===== config.mk =====
export PLATFORM = sky130hd
export DESIGN_NAME = sram_req_ctrl
export DESIGN_NICKNAME = d
export VERILOG_FILES = /design/src/rtl/sram_req_ctrl.sv
export SDC_FILE = /design/constraint.sdc
export NUM_CORES = 1
export LEC_CHECK = 0
export CORE_AREA = 3 3 257 259
export DETAILED_ROUTE_END_ITERATION = 12
export DIE_AREA = 0 0 260 262
export SLEW_MARGIN = 0
export SYNTH_ARGS = -nofsm -noshare
export SYNTH_HDL_FRONTEND = slang
export SYNTH_SLANG_ARGS = --single-unit

===== constraint.sdc =====
create_clock -name clk -period 18.1 [get_ports clk]
set_input_delay 4.525 -clock clk [delete_from_list [all_inputs] [get_ports clk]]
set_output_delay 4.525 -clock clk [all_outputs]
set_load 0.02 [all_outputs]

===== src/rtl/sram_req_ctrl.sv =====
// sram_req_ctrl: request front-end for the SRAM group memory model.
//
// Accepts read/write requests over a valid/ready handshake and drives the
// memory pins combinationally in the accept cycle, at most one access per
// cycle. Read data arrives from the memory one cycle after the accept. It is
// captured into a small response FIFO so the consumer can apply backpressure
// without losing data. Reads are credit-gated: a request is accepted only
// when a response slot is guaranteed.
//
// Ports:
//   clk, rst_n                 clock (shared with memory), async active-low reset
//   req_vld/req_rdy            request handshake
//   req_wr/req_addr/req_wdata/req_wbe   request payload
//   rsp_vld/rsp_rdy/rsp_data   read response handshake and data
//   mem_*                      memory interface (en, addr, wr_en, wr_data,
//                              wr_byte_en, rd_data)
//   busy                       read in flight or response FIFO non-empty
//   perf_rd_cnt/perf_wr_cnt/perf_stall_cnt   saturating event counters
//
// Build option:
//   SRAM_REQ_CTRL_PERF_EN      when defined, the perf_* counters are
//                              implemented; otherwise the ports are tied to 0.

module sram_req_ctrl #(
  parameter int ADDR_WIDTH = 9,
  parameter int DATA_WIDTH = 128,
  parameter int RSP_DEPTH  = 2
) (
  input  logic                    clk,
  input  logic                    rst_n,
  input  logic                    req_vld,
  output logic                    req_rdy,
  input  logic                    req_wr,
  input  logic [ADDR_WIDTH-1:0]   req_addr,
  input  logic [DATA_WIDTH-1:0]   req_wdata,
  input  logic [DATA_WIDTH/8-1:0] req_wbe,
  output logic                    rsp_vld,
  input  logic                    rsp_rdy,
  output logic [DATA_WIDTH-1:0]   rsp_data,
  output logic                    mem_en,
  output logic [ADDR_WIDTH-1:0]   mem_addr,
  output logic                    mem_wr_en,
  output logic [DATA_WIDTH-1:0]   mem_wr_data,
  output logic [DATA_WIDTH/8-1:0] mem_wr_byte_en,
  input  logic [DATA_WIDTH-1:0]   mem_rd_data,
  output logic                    busy,
  output logic [31:0]             perf_rd_cnt,
  output logic [31:0]             perf_wr_cnt,
  output logic [31:0]             perf_stall_cnt
);

  localparam int PW = $clog2(RSP_DEPTH);
  localparam int CW = PW + 1;
  localparam logic [CW-1:0] FULL_CNT = CW'(RSP_DEPTH);
  localparam logic [CW:0]   DEPTH_U  = (CW+1)'(RSP_DEPTH);

  logic                  acc;
  logic                  push;
  logic                  pop;
  logic                  rd_pend_q, rd_pend_d;
  logic [PW-1:0]         wr_ptr_q, wr_ptr_d;
  logic [PW-1:0]         rd_ptr_q, rd_ptr_d;
  logic [CW-1:0]         cnt_q, cnt_d;
  logic [CW:0]           used;
  logic [DATA_WIDTH-1:0] fifo_q [RSP_DEPTH];

  assign acc  = req_vld & req_rdy;
  assign push = rd_pend_q;
  assign pop  = rsp_vld & rsp_rdy;

  // A read in flight already owns a FIFO slot. A pop in the same cycle frees
  // one, which keeps back-to-back reads at full rate with a full FIFO.
  assign used    = {1'b0, cnt_q} + {{CW{1'b0}}, rd_pend_q};
  assign req_rdy = (used < DEPTH_U) | pop;

  assign mem_en         = acc;
  assign mem_wr_en      = acc & req_wr;
  assign mem_addr       = req_addr;
  assign mem_wr_data    = req_wdata;
  assign mem_wr_byte_en = req_wbe;

  assign rsp_vld  = (cnt_q != '0);
  assign rsp_data = fifo_q[rd_ptr_q];
  assign busy     = rd_pend_q | rsp_vld;

  always_comb begin
    rd_pend_d = acc & ~req_wr;
    wr_ptr_d  = push ? wr_ptr_q + PW'(1) : wr_ptr_q;
    rd_ptr_d  = pop  ? rd_ptr_q + PW'(1) : rd_ptr_q;
    cnt_d     = cnt_q;
    case ({push, pop})
      2'b10:   cnt_d = cnt_q + CW'(1);
      2'b01:   cnt_d = cnt_q - CW'(1);
      default: cnt_d = cnt_q;
    endcase
  end

  always_ff @(posedge clk or negedge rst_n) begin
    if (!rst_n) begin
      rd_pend_q <= 1'b0;
      wr_ptr_q  <= '0;
      rd_ptr_q  <= '0;
      cnt_q     <= '0;
    end else begin
      rd_pend_q <= rd_pend_d;
      wr_ptr_q  <= wr_ptr_d;
      rd_ptr_q  <= rd_ptr_d;
      cnt_q     <= cnt_d;
    end
  end

  // Storage is not reset; stale entries are never visible because rsp_vld
  // is derived from the count. Memory data, X included, passes untouched.
  always_ff @(posedge clk) begin
    if (push) begin
      fifo_q[wr_ptr_q] <= mem_rd_data;
    end
  end

  // Credit accounting makes overflow unreachable.
  a_no_overflow: assert property (@(posedge clk) disable iff (!rst_n)
    !(push && (cnt_q == FULL_CNT) && !pop));

`ifdef SRAM_REQ_CTRL_PERF_EN
  logic [31:0] perf_rd_q;
  logic [31:0] perf_wr_q;
  logic [31:0] perf_stall_q;

  always_ff @(posedge clk or negedge rst_n) begin
    if (!rst_n) begin
      perf_rd_q    <= '0;
      perf_wr_q    <= '0;
      perf_stall_q <= '0;
    end else begin
      if (acc && !req_wr && (perf_rd_q != '1)) begin
        perf_rd_q <= perf_rd_q + 32'd1;
      end
      if (acc && req_wr && (perf_wr_q != '1)) begin
        perf_wr_q <= perf_wr_q + 32'd1;
      end
      if (req_vld && !req_rdy && (perf_stall_q != '1)) begin
        perf_stall_q <= perf_stall_q + 32'd1;
      end
    end
  end

  assign perf_rd_cnt    = perf_rd_q;
  assign perf_wr_cnt    = perf_wr_q;
  assign perf_stall_cnt = perf_stall_q;
`else
  assign perf_rd_cnt    = '0;
  assign perf_wr_cnt    = '0;
  assign perf_stall_cnt = '0;
`endif

endmodule


* Word level (Yosys, flattened, before mapping)
Memories as Yosys holds them, arrays and structs flattened.
Cells that the tools add are included.
** Storage, ports and cells
- Flip-flop bits (word level) :: 5
- RAM bits :: 256
- Output and inout bits :: 382
- Word-level logic and storage cells :: 25
- Memories kept :: 1
** Cells by class
- Add/sub/neg operators :: 5
- Order comparisons :: 1
- Equal/unequal tests :: 2
- Mux-type cells :: 3
- Bitwise logic cells :: 7
- Reduce and logical (&&, ||, !) cells :: 2
** Memory list
- fifo_q :: words 2, width 128, rd ports 1, clocked after memory_dff 0, write ports 1, RTL line 65 : logic [DATA_WIDTH-1:0] fifo_q [RSP_DEPTH];
** Operator list (number)
- AND 1 bit :: 4
- one-hot mux 2 bit (2 select lines) :: 1
- nonzero test 2 bit :: 2
- adder 2 x 1 -> 3 bit :: 1
- less-than comparator 3 x 2 -> 1 bit, second input constant :: 1
- adder 1 bit, second input constant :: 2
- adder 2 x 1 -> 2 bit, second input constant :: 1
- equality test 2 x 1 -> 1 bit, second input constant :: 1
- equality test 2 bit, second input constant :: 1
- two-way mux 1 bit :: 2
- bitwise OR 1 bit :: 2
- subtractor 2 x 1 -> 2 bit, second input constant :: 1
- NOT 1 bit :: 1

* Depth between registers and ports, before layout
- Depth in word-level cells :: 5
- Mapped depth :: 6

* Worst setup path after synthesis
OpenSTA, ideal clock, no wires.
- Kind :: input -> output
- Start point :: in rsp_rdy
- End point :: out mem_en
- Arrival time :: 4.897 ns
- Path slack :: 8.678 ns
- Cell stages on the path :: 2
- Buffers on the path :: 0
- Path through :: nor2_1 > nor2b_1
** Between the ends
- Cells in the longest elaborated chain, start to end :: 3
** Ends and longest elaborated chain
- start: declaration :: RTL line 38 : input logic rsp_rdy,
- AND 1 bit :: RTL line 69 : assign pop = rsp_vld & rsp_rdy;
- bitwise OR 1 bit :: RTL line 74 : assign req_rdy = (used < DEPTH_U) | pop;
- AND 1 bit :: RTL line 67 : assign acc = req_vld & req_rdy;
- end: declaration :: RTL line 40 : output logic mem_en,
No other way between the ends.

* Final worst setup path
- Start point :: in rsp_rdy
- End point :: out mem_wr_en
** Between the ends
- Cells in the longest elaborated chain, start to end :: 4
** Ends and longest elaborated chain
- AND 1 bit :: RTL line 69
- bitwise OR 1 bit :: RTL line 74
- AND 1 bit :: RTL line 67
- AND 1 bit :: RTL line 77 : assign mem_wr_en = acc & req_wr;
- end: declaration :: RTL line 42 : output logic mem_wr_en,
No other way between the ends.

==> flow_summary.toml <==
[floorplan]
die_area_sq_um = 68120
coreArea_sq_um = 64120
fp.dieW_um = 260
io_pins = 668
floorplan.initialDensity_pct = 17.79
die_y_um = 262
rows = 93

[power]
pwr-share-seq_pct = 40.9
p_leak_uw = 0.004705
irDropWorstVdd_mv = 0.09608
sw_frac_of_total_pct = 30.78
power_switching_uw = 591.0
combPwrFrac_pct = 33.5
p_clk_share_pct = 25.6
p_per_area_nw_per_um2 = 134.3
intPower_uw = 1329

[sta]
finalMaxSlewViolations = 0
hold_viol_final = 0
period_minus_slack_ns = 10.38
rsz0062_at_grt = "false"
tns_ns = 0
fin_ws_ns = 7.720
finalCritPeriodShare_pct = 57.35
timing.slew.headroom_pct = 29.25
max_freq_mhz = 96.34
worst_slew_pin_slew_ns = 1.061
skew_ns = 0.01067
setup_viol = 0

[clocking]
cts_sinks = 261
cts_root_buffer = "clkbuf_16"
cts_hold_buffers = 0
htree_num_levels = 1
postCtsSetupBuffers = 0
cts_resized = 0
cts-buffers-inserted = 27
clkTransAtPathRegs_ns = 0.06
cts_tree = "built"
cts.path.max_buffers = 3
clock_latency_ns = 0.53

[drt]
drtIter0Drc = 161
route.detailed.drc = 0
first_pass_iters = 4
vias = 5437
ant_nets = 0
routed_wl_um = 33620
post_drt_via_cell_ratio = 3.236
drt-wirelength-per-cell_um = 20.01

[yosys]
synth-edff-count = 256
ys.flop_type = "edfxtp_1"
async_reset_ff_share_pct = 1.916
yosysMostFrequentCell = "edfxtp_1"
ys_seq_area_share_pct = 68.50
synthTopCellsByArea = "edfxtp_1, buf_4, mux2_2, buf_6, dfrtp_1"
yosysTopAreaCell = "edfxtp_1"
synthCells = 673
synthDistinctLibCells = 19
ys_ff_latch = 261
yosysWarnings = 0
synth_top_cell_area_share_pct = 67.41
netlist_top_cells_count = "edfxtp_1, buf_4, mux2_2, buf_6, dfrtp_1"
synthesis.area_sq_um = 11400
syn_avg_cell_area_sq_um = 16.95

[grt]
grt_pass1_wl_um = 43990
grt_usage_pct = 9.136
use_met2_pct = 16.82
grt_pass1_vias = 5777
busiest_layer = "met2"
met3_usage_pct = 6.842
antenna_found_initial = 7
grt_overflow = 0
met1_usage_pct = 7.343
grt_max_degree = 73

[hold_path]
hold_path.class = "flop to flop"

[setup_path]
required_ns = 13.57
endpoint_kind = "output pin"
worstPathArrival_ns = 5.86
slowest_stage = "clkdlybuf4s50_1"
critical_path.startpoint_type = "input port"
crit_fanout = 4
slowest_delay_ns = 0.55
path_cells = "clkdlybuf4s50_1 > nor2_1 > nor2_1 > clkdlybuf4s50_1"
critPathKind = "input port to output pin"

[cells_and_area]
synthToLayoutAreaGrowth_pct = 25.33
final_nets = 1090
post_layout_nonfiller_instances = 1680
drive_gt1_share_pct = 20.78

[placed_design]
dp_hpwl_um = 25880
port-buffer-count = 265
placed_cells_incl_taps = 1629
dpl_worst_slack_ns = 7.708
gp_congestion = 0.7069

[run]
drv_cap = 0

[status]
outcome = "complete, no violations"
## registers in the layout, indices dropped and copies added (netlist names)
| signal | cells |
|---|---|
| fifo_q | 256 |
| push | 1 |
| cnt_q | 2 |
| rd_ptr_q | 1 |
| wr_ptr_q | 1 |
## final timing paths
kind	start	end	slack [ns]	cells past startpoint
worst max register to register	push	fifo_q[1][42]	15.50	2
worst min-delay path	cnt_q[1]	cnt_q[1]	0.54	1
worst max-delay path	rsp_rdy	mem_wr_en	7.72	4
max in group asynchronous	rst_n	rd_ptr_q	13.65	1
min in group asynchronous	rst_n	push	4.22	1
worst min register to register	cnt_q[1]	cnt_q[1]	0.54	1
## layout make-up
type	count	area, sq um
diodes	2	5.005
clock buffers	33	698.2
clock inverters	16	83.83
fillers	6719	49820
inverters	2	7.507
multi-input cells	242	1931
flip-flops and latches	261	7816
well taps	855	1070
repair buffers	269	2683
## placed cells by master (no fill, tap or decap), types with 3 or more instances in the layout
cell,synthesis,layout
dfrtp_1,5,4
clkbuf_16,0,27
clkinv_2,0,5
conb_1,1,96
mux2_2,128,128
edfxtp_1,256,256
nor2_1,4,3
buf_4,249,4
xor2_1,3,3
clkinv_1,0,7
clkdlybuf4s50_1,0,265
clkbuf_1,0,6
## logic make-up (layout without fill, tap and decap cells)
kind of cell	count (synthesis)	after routing	synth area share, %
adders and majority gates	1	1	0.1097
DFF	261	261	68.50
and+or+nand+nor	11	11	0.5047
AOI/OAI and AO/OA	1	1	0.04384
buffers and inverters	265	320	17.78
muxes	128	128	12.64
xor gates and xnor gates	5	5	0.3841
other	1	98	0.03288
## power groups by stage
| stage | Combinational (uW) | Clock (uW) | Sequential [uW] |
|---|---|---|---|
| 6_report | 644 | 491 | 785 |
| 5_1_grt | 682 | 537 | 795 |
| 4_1_cts | 662 | 515 | 789 |
| 3_5_place_dp | 656 | 0 | 801 |
| 3_3_place_gp | 657 | 0 | 797 |
| 2_1_floorplan | 465 | 0 | 774 |
## critical path: cells and delay by family
kind	cells	cell delay, ns
simple gates	2	0.36
buf+inv	2	0.97
## stage by stage
stage / power [uW] / instance area, sq um / hold WS (ns) / util, %
floorplan: 1239 / 11760 / 0.4555 / -
global placement: 1454 / 13510 / 0.4882 / 21.07
detailed placement: 1457 / 13510 / 0.5235 / 21.07
CTS: 1965 / 14290 / 0.5379 / 22.29
global route: 2014 / 14290 / 0.5527 / 22.29
finish: 1920 / 14290 / 0.5421 / 22.29
## metal layers
layer | share of wire (%) | vias up
met5 | 0.16 | -
met4 | 3.1 | 8
met3 | 17 | 73
met2 | 52 | 422
met1 | 27 | 2587
li1 | - | 2347
(Power assumes the default switching activity.)
